===== config.mk =====
export PLATFORM = sky130hd
export DESIGN_NAME = interpol_seq
export DESIGN_NICKNAME = d
export VERILOG_FILES = /design/src/rtl/interpol_seq.sv
export SDC_FILE = /design/constraint.sdc
export NUM_CORES = 1
export LEC_CHECK = 0
export CORE_UTILIZATION = 51
export CTS_CLUSTER_DIAMETER = 30
export DETAILED_ROUTE_END_ITERATION = 8
export PLACE_DENSITY = 0.8
export SYNTH_ARGS = -nofsm -noshare
export SYNTH_HDL_FRONTEND = slang
export SYNTH_SLANG_ARGS = --single-unit
export TNS_END_PERCENT = 1

===== constraint.sdc =====
create_clock -name clock -period 3.8 [get_ports clock]
set_clock_uncertainty 0.05 [all_clocks]
set_input_delay 0.76 -clock clock [delete_from_list [all_inputs] [get_ports clock]]
set_output_delay 0.76 -clock clock [all_outputs]
set_load 0.005 [all_outputs]

===== src/rtl/interpol_seq.sv =====
`default_nettype none
// ============================================================================
// Module      : interpol_seq
// Description : Sequences signed X samples from a small input FIFO through an
//               external handshaked interpolator and presents each Y result
//               on a valid/ready output port, one transaction at a time.
//               Optional watchdog: define INTERPOL_SEQ_TIMEOUT_EN to abort a
//               transaction stuck waiting on the interpolator.
// Revision    : 1.0 - initial release
// ============================================================================
module interpol_seq #(
  parameter int N              = 16,
  parameter int M              = 16,
  parameter int DEPTH          = 4,
  parameter int TIMEOUT_CYCLES = 64
) (
  input  logic                   clock,
  input  logic                   reset,
  input  logic                   in_valid,
  output logic                   in_ready,
  input  logic [N-1:0]           in_data,
  output logic                   ip_start,
  output logic [N-1:0]           ip_x,
  input  logic                   ip_ready,
  input  logic [M-1:0]           ip_y,
  output logic                   out_valid,
  input  logic                   out_ready,
  output logic [M-1:0]           out_data,
  output logic                   busy,
  output logic [$clog2(DEPTH):0] level,
  output logic                   err
);

  localparam int c_AW = (DEPTH > 1) ? $clog2(DEPTH) : 1;
  localparam int c_LW = $clog2(DEPTH) + 1;
  localparam logic [c_LW-1:0] c_FULL    = c_LW'(DEPTH);
  localparam logic [c_AW-1:0] c_PTR_MAX = c_AW'(DEPTH - 1);

  typedef enum logic [2:0] {
    S_IDLE   = 3'd0,
    S_START  = 3'd1,
    S_WAITLO = 3'd2,
    S_WAITHI = 3'd3,
    S_OUT    = 3'd4
  } state_t;

  state_t          r_state;
  state_t          w_next;
  logic [N-1:0]    r_mem [DEPTH];
  logic [c_AW-1:0] r_wr_ptr;
  logic [c_AW-1:0] r_rd_ptr;
  logic [c_LW-1:0] r_level;
  logic            w_push;
  logic            w_pop;
  logic            w_capture;
  logic            w_timeout;
  logic            w_wd_hit;

  // in_ready is forced low while reset is held so nothing is accepted into a FIFO being cleared
  assign in_ready = reset && (r_level != c_FULL);
  assign w_push   = in_valid && in_ready;
  assign level    = r_level;
  assign busy     = reset && ((r_state != S_IDLE) || (r_level != '0));

  // Sample storage; contents need no reset because level/pointers gate every read
  always_ff @(posedge clock) begin
    if (w_push) begin
      r_mem[r_wr_ptr] <= in_data;
    end
  end

  // FIFO pointers and occupancy; simultaneous push and pop leave level unchanged
  always_ff @(posedge clock) begin
    if (!reset) begin
      r_wr_ptr <= '0;
      r_rd_ptr <= '0;
      r_level  <= '0;
    end else begin
      if (w_push) begin
        r_wr_ptr <= (r_wr_ptr == c_PTR_MAX) ? '0 : r_wr_ptr + 1'b1;
      end
      if (w_pop) begin
        r_rd_ptr <= (r_rd_ptr == c_PTR_MAX) ? '0 : r_rd_ptr + 1'b1;
      end
      case ({w_push, w_pop})
        2'b10:   r_level <= r_level + 1'b1;
        2'b01:   r_level <= r_level - 1'b1;
        default: r_level <= r_level;
      endcase
    end
  end

`ifdef INTERPOL_SEQ_TIMEOUT_EN
  localparam int c_CW = $clog2(TIMEOUT_CYCLES + 1);
  localparam logic [c_CW-1:0] c_WD_LAST = c_CW'(TIMEOUT_CYCLES - 1);

  logic [c_CW-1:0] r_wd_cnt;
  logic            r_err;

  // Hit on the last permitted wait cycle so the abort lands exactly TIMEOUT_CYCLES cycles in
  assign w_wd_hit = ((r_state == S_WAITLO) || (r_state == S_WAITHI)) && (r_wd_cnt == c_WD_LAST);
  assign err      = r_err;

  // Watchdog counts wait-state cycles per transaction; err is sticky until reset
  always_ff @(posedge clock) begin
    if (!reset) begin
      r_wd_cnt <= '0;
      r_err    <= 1'b0;
    end else begin
      if (w_next == S_START) begin
        r_wd_cnt <= '0;
      end else if ((r_state == S_WAITLO) || (r_state == S_WAITHI)) begin
        r_wd_cnt <= r_wd_cnt + 1'b1;
      end
      if (w_timeout) begin
        r_err <= 1'b1;
      end
    end
  end
`else
  assign w_wd_hit = 1'b0;
  assign err      = 1'b0;
`endif

  // Next-state decode; a genuine interpolator response takes priority over the watchdog
  always_comb begin
    w_next    = r_state;
    w_pop     = 1'b0;
    w_capture = 1'b0;
    w_timeout = 1'b0;
    case (r_state)
      S_IDLE: begin
        if ((r_level != '0) && ip_ready) begin
          w_pop  = 1'b1;
          w_next = S_START;
        end
      end
      S_START: begin
        w_next = S_WAITLO;
      end
      S_WAITLO: begin
        if (!ip_ready) begin
          w_next = S_WAITHI;
        end else if (w_wd_hit) begin
          w_timeout = 1'b1;
          w_next    = S_IDLE;
        end
      end
      S_WAITHI: begin
        if (ip_ready) begin
          w_capture = 1'b1;
          w_next    = S_OUT;
        end else if (w_wd_hit) begin
          w_timeout = 1'b1;
          w_next    = S_IDLE;
        end
      end
      S_OUT: begin
        if (out_ready) begin
          w_next = S_IDLE;
        end
      end
      default: begin
        w_next = S_IDLE;
      end
    endcase
  end

  // State, operand, start pulse and result registers
  always_ff @(posedge clock) begin
    if (!reset) begin
      r_state   <= S_IDLE;
      ip_start  <= 1'b0;
      ip_x      <= '0;
      out_valid <= 1'b0;
      out_data  <= '0;
    end else begin
      r_state  <= w_next;
      ip_start <= (w_next == S_START);
      if (w_pop) begin
        ip_x <= r_mem[r_rd_ptr];
      end
      if (w_capture) begin
        out_data  <= ip_y;
        out_valid <= 1'b1;
      end else if ((r_state == S_OUT) && out_ready) begin
        out_valid <= 1'b0;
      end
    end
  end

endmodule
`default_nettype wire

**Word level (Yosys, flattened, before mapping)**

Memory sizes are Yosys's and may differ from the RTL's. A register that Yosys moved wholly into a read port is not among the register bits.
Cells that the tools add are included.

- Add/subtract/negate cells: 4
- Eq/ne operators: 10
- Reduce and logical (&&, ||, !) cells: 12
- Multiplexer cells: 16

Operator list:

| kind | number |
|---|---|
| $pmux W3 S5 | 1 |
| $mux W3 | 4 |
| $mux W1 | 8 |
| $eq A2 B2 Y1 const B | 3 |
| $eq A3 B1 Y1 const B | 2 |
| $eq A3 B2 Y1 const B | 2 |
| $pmux W3 S2 | 1 |
| $reduce_bool A3 Y1 | 2 |
| $logic_and A1 B1 Y1 | 5 |
| $add A2 B1 Y2 const B | 2 |
| $mux W2 | 2 |
| $reduce_bool A2 Y1 | 2 |
| $add A3 B1 Y3 const B | 1 |
| $eq A3 B3 Y1 const B | 1 |
| $logic_not A3 Y1 | 1 |
| $ne A3 B3 Y1 const B | 1 |
| $sub A3 B1 Y3 const B | 1 |
| $eq A2 B1 Y1 const B | 1 |
| $logic_not A1 Y1 | 1 |
| $logic_or A1 B1 Y1 | 1 |

- Memories: 1
- Bits of input ports: 37
- Memory bits (writable): 64
- Word-level logic and storage cells: 50
- Register bits after elaboration: 28
- Output and inout port bits: 40

Memory list:

| name | words | width | read ports | clocked after Yosys merged registers in | write ports | line | RTL |
|---|---|---|---|---|---|---|---|
| r_mem | 4 | 16 | 1 | 1 | 1 | 49 | `logic [N-1:0] r_mem [DEPTH];` |

**Longest topological paths before layout**

- Depth in word-level cells: 6
- Depth in mapped cells: 10
- Depth with buffers taken out: 9

**Least setup slack after synthesis**

No wires, ideal clock.

- Kind: in2reg
- From: input port ip_ready
- To: register r_level[2], in the netlist level[2]
- Buffers on the path: 2
- Arrival: 2893 ps
- Library setup time: 70 ps
- Path slack: 786 ps
- Cell stages on the path: 10
- Required time: 3680 ps
- Cell sequence: or4b_1 > clkbuf_2 > nor2_2 > buf_4 > ha_1 > inv_1 > fa_1 > xor2_1 > or3_1 > a21oi_1

- Longest elaborated chain between the ends: 5
- Elaborated cells on any way between the ends: 7
- Those cells by class: eq/ne (2); mux (3); reduce/logical (2)

RTL lines:

| item | line | RTL |
|---|---|---|
| start: declaration | 24 | `input logic ip_ready,` |
| $logic_and A1 B1 Y1 * | 133 | `if ((r_level != '0) && ip_ready) begin` |
| $mux W1 * | 133 |  |
| $mux W1 * | 131 | `case (r_state)` |
| net w_pop | 54 | `logic w_pop;` |
| $eq A2 B1 Y1 or $eq A2 B2 Y1 (tied branches) | 85 | `case ({w_push, w_pop})` |
| $pmux W3 S2 or $reduce_bool A2 Y1 (tied branches) | -- |  |
| end signal: assignment | 86 | `2'b10: r_level <= r_level + 1'b1;` |
| end signal: assignment | 87 | `2'b01: r_level <= r_level - 1'b1;` |
| end signal: assignment | 88 | `default: r_level <= r_level;` |
| end: declaration | 52 | `logic [c_LW-1:0] r_level;` |

Mark *: on every way through the listed nets, which the timed path passes. The rest lies on a longest branch.
A chain may end at the register's enable or synchronous reset.

**Worst setup path in the final report**

- From: input port ip_ready
- To: register r_level[2], in the netlist level[2]

- Longest elaborated chain between the ends: 5
- Elaborated cells on any way between the ends: 7
- Those cells by class: eq/ne (2); mux (3); reduce/logical (2)

RTL lines:

| item | line |
|---|---|
| $logic_and A1 B1 Y1 * | 133 |
| $mux W1 * | 133 |
| $mux W1 * | 131 |
| $eq A2 B1 Y1 or $eq A2 B2 Y1 (tied branches) | 85 |
| $pmux W3 S2 or $reduce_bool A2 Y1 (tied branches) | -- |

Mark *: on every way between the ends. The rest lies on a longest branch, timed or not.

==> flow_metrics.tcl <==
set metrics [dict create \
    viasPerCell 5.37 \
    crit_type "primary input to flop" \
    grt_pass1_vias 2498 \
    fin_crit_ns 3.11 \
    antennaDiodeCount 0 \
    cp-end-kind "flop" \
    synthTopCellsByArea "edfxtp_1 47%, dfxtp_1 22%, mux4_2 8.8%" \
    crit_path_end "level[2]$_SDFFE_PN0P_" \
    crit_start "ip_ready" \
    syn_area_um2 4080 \
    r2r_end "level[2]$_SDFFE_PN0P_" \
    numClockSinks 108 \
    numCtsBuffers 9 \
    fin_crit_sh_pct 81.9 \
    vdd_drop_max_v 0.000312 \
    multi_input_area_um2 1160 \
    power-per-cell-area_nw_per_um2 527 \
    cts_setup_buffers 0 \
    antenna_found_initial 0 \
    dpl_cell_area_um2 4940 \
    grt_pass1_wl_um 12200 \
    grt_use_total_pct 19.3 \
    vias 2514 \
    grt_max_degree 28 \
    wl_per_cell_um 16.0 \
    async_flop_share_pct 0 \
    synth_common_cells "64 x edfxtp_1, 49 x nand2_1, 44 x dfxtp_1, 22 x a21oi_1" \
    num_rows 32 \
    hold_class "flop to flop" \
    r2r-start "level[2]$_SDFFE_PN0P_" \
    cts.clk_slew.worst_paths_ns 0.10 \
    yosysSeqAreaShare_pct 68.8 \
    synth_most_common_cell "edfxtp_1" \
    ant_nets 0 \
    ff2ff_setup_slack_ns 1.15 \
    fmax_mhz 321 \
    slew_violations 0 \
    cts_buffer_depth 2 \
    yosysWarnings 0 \
    setup_viol 0 \
    drive_above_1_share_pct 11.7 \
    critPathRequiredTime_ns 4.03 \
    h-tree-depth 3 \
    relSlewSlack_pct 42.2 \
    synth-seq-cells 108 \
    met1_usage_pct 24.8 \
    grtUsageMet2_pct 32.4 \
    drc_errors 0 \
    portBuffers 75 \
    start_kind "primary input" \
    cts_tree "yes" \
    firstDrtPassIters 4 \
    regArea_um2 2800 \
    drt-initial-drc-count 97 \
    fp.dieH_um 91.4 \
    status "completed" \
    dp_hpwl_um 4900 \
    stdcell_area_um2 5110 \
    dieWidth_um 91.4 \
    fin_nets 405 \
    synth_top_area_share_pct 47.1 \
    rsz0062_at_grt "false" \
    die_area_um2 8350 \
    maxCapViolations 0 \
    synth-edff-count 64 \
    leakage_nw 1.66 \
    coreArea_um2 7730 \
    syn_area_per_cell_um2 14.4 \
    cts_resized 0 \
    wl_um 7510 \
    preCtsSetupSlack_ns 0.357 \
    hold_depth 2 \
    synth_top_cell_by_area "edfxtp_1" \
    top_usage_layer "met2" \
    r2r_cells 9 \
    finalWorstSetupSlack_ns 0.687 \
    arrival_ns 3.35 \
    start_util_pct 52.8 \
    ys.flop_type "edfxtp_1" \
    synth_cell_types 39 \
    syn2layout_area_growth_pct 25.4 \
    ioPinCount 77 \
    gp_congestion 0.720 \
    gr-usage-met3_pct 3.35 \
    cts_root_buffer "clkbuf_8" \
    clkLatencyLatePin_ns 0.35 \
    finalSetupTns_ns 0 \
    crit_path_max_fanout 7 \
    cts_hold_buf 0 \
    fill_cells 552 \
    synthesis.nets 327 \
    netlist_instances 283 \
    grt-ovfl-total 0 \
    hold_violations 0 \
    worst_pin_slew_ns 0.861 \
]
flip-flops by register name, summed over array words and instances (netlist names), 2 cells and up:
register / flops
out_data: 16
r_mem: 64
r_state: 3
r_rd_ptr: 2
level: 3
ip_x: 16
r_wr_ptr: 2
report_power, final:
part	internal [W]	switching, W	total [W]	leakage [nW]
sequential	0.00136	0.0000942	0.00145	0.938
combinational	0.000349	0.000271	0.000619	0.638
clock	0.000245	0.000377	0.000622	0.0825
total	0.00195	0.000742	0.00269	1.66
kinds of logic (layout without fill, tap and decap cells):
logic type / count (synthesis) / in the layout / share of synthesized area, %
xor+xnor: 2 / 2 / 0.430
compound gates: 45 / 45 / 7.15
fa+ha+maj: 7 / 7 / 2.33
other cells: 1 / 1 / 0.0920
simple gates: 79 / 79 / 9.48
mux: 17 / 17 / 9.09
buf+inv: 24 / 107 / 2.67
flops: 108 / 108 / 68.8
critical path: stages:
cell and delay [ns]:
clkdlybuf4s50_1 0.58, or4b_1 0.60, nor2_2 0.16, ha_1 0.19, inv_1 0.07, fa_1 0.38
xor2_1 0.16, or3_1 0.31, a21oi_1 0.15
worst min path at each step:
| stage | startpoint | end | slack [ns] |
|---|---|---|---|
| after detailed placement | out_data[8]$_SDFFE_PN0P_ | out_data[8]$_SDFFE_PN0P_ | 0.40 |
| final | out_data[11]$_SDFFE_PN0P_ | out_data[11]$_SDFFE_PN0P_ | 0.41 |
| after global placement | out_data[1]$_SDFFE_PN0P_ | out_data[1]$_SDFFE_PN0P_ | 0.39 |
| after global routing | out_data[9]$_SDFFE_PN0P_ | out_data[9]$_SDFFE_PN0P_ | 0.44 |
| after floorplan | out_data[0]$_SDFFE_PN0P_ | out_data[0]$_SDFFE_PN0P_ | 0.40 |
| after CTS | out_data[8]$_SDFFE_PN0P_ | out_data[8]$_SDFFE_PN0P_ | 0.41 |
cell usage in the layout (no fill, tap or decap), types with 2 or more instances in the layout:
cell type | Yosys | routed
dfxtp_1 | 44 | 44
nand3b_1 | 2 | 2
clkinvlp_4 | 0 | 2
o2bb2ai_1 | 16 | 16
buf_4 | 2 | 8
inv_1 | 7 | 7
nand2_1 | 49 | 49
nor3_1 | 3 | 3
clkbuf_8 | 0 | 9
edfxtp_1 | 64 | 64
and2_1 | 5 | 5
clkdlybuf4s50_1 | 0 | 75
a31oi_1 | 3 | 3
mux4_2 | 16 | 16
and3_1 | 2 | 2
ha_1 | 6 | 6
or3_1 | 2 | 2
nor2_1 | 4 | 4
a21oi_1 | 22 | 22
o21ai_0 | 3 | 3
xor2_1 | 2 | 2
routing by layer:
| metal | up-vias | wire length (µm) | share of wire (%) |
|---|---|---|---|
| met5 | - | 0 | 0 |
| met4 | 0 | 125 | 1.7 |
| met3 | 10 | 304 | 4.0 |
| met2 | 66 | 3720 | 50 |
| met1 | 1238 | 3360 | 45 |
| li1 | 1200 | - | - |
area by class of cell:
cell class | instances | area share [%]
repair buffers | 83 | 15.9
flip-flops and latches | 108 | 54.8
multi-input cells | 151 | 22.8
well taps | 102 | 2.50
clock buffers | 10 | 2.50
clock inverters | 6 | 0.930
inverters | 8 | 0.588
per-stage QoR:
step	instances	power (W)	util (%)	hold slack, ns
final	468	0.00269	66.1	0.408
after CTS	468	0.00272	66.1	0.410
after detailed placement	452	0.00210	63.9	0.396
after global placement	452	0.00208	63.9	0.392
after global routing	468	0.00284	66.1	0.438
after floorplan	283	0.00182	-	0.403
Note: power is estimated with default switching activity, not from simulation.
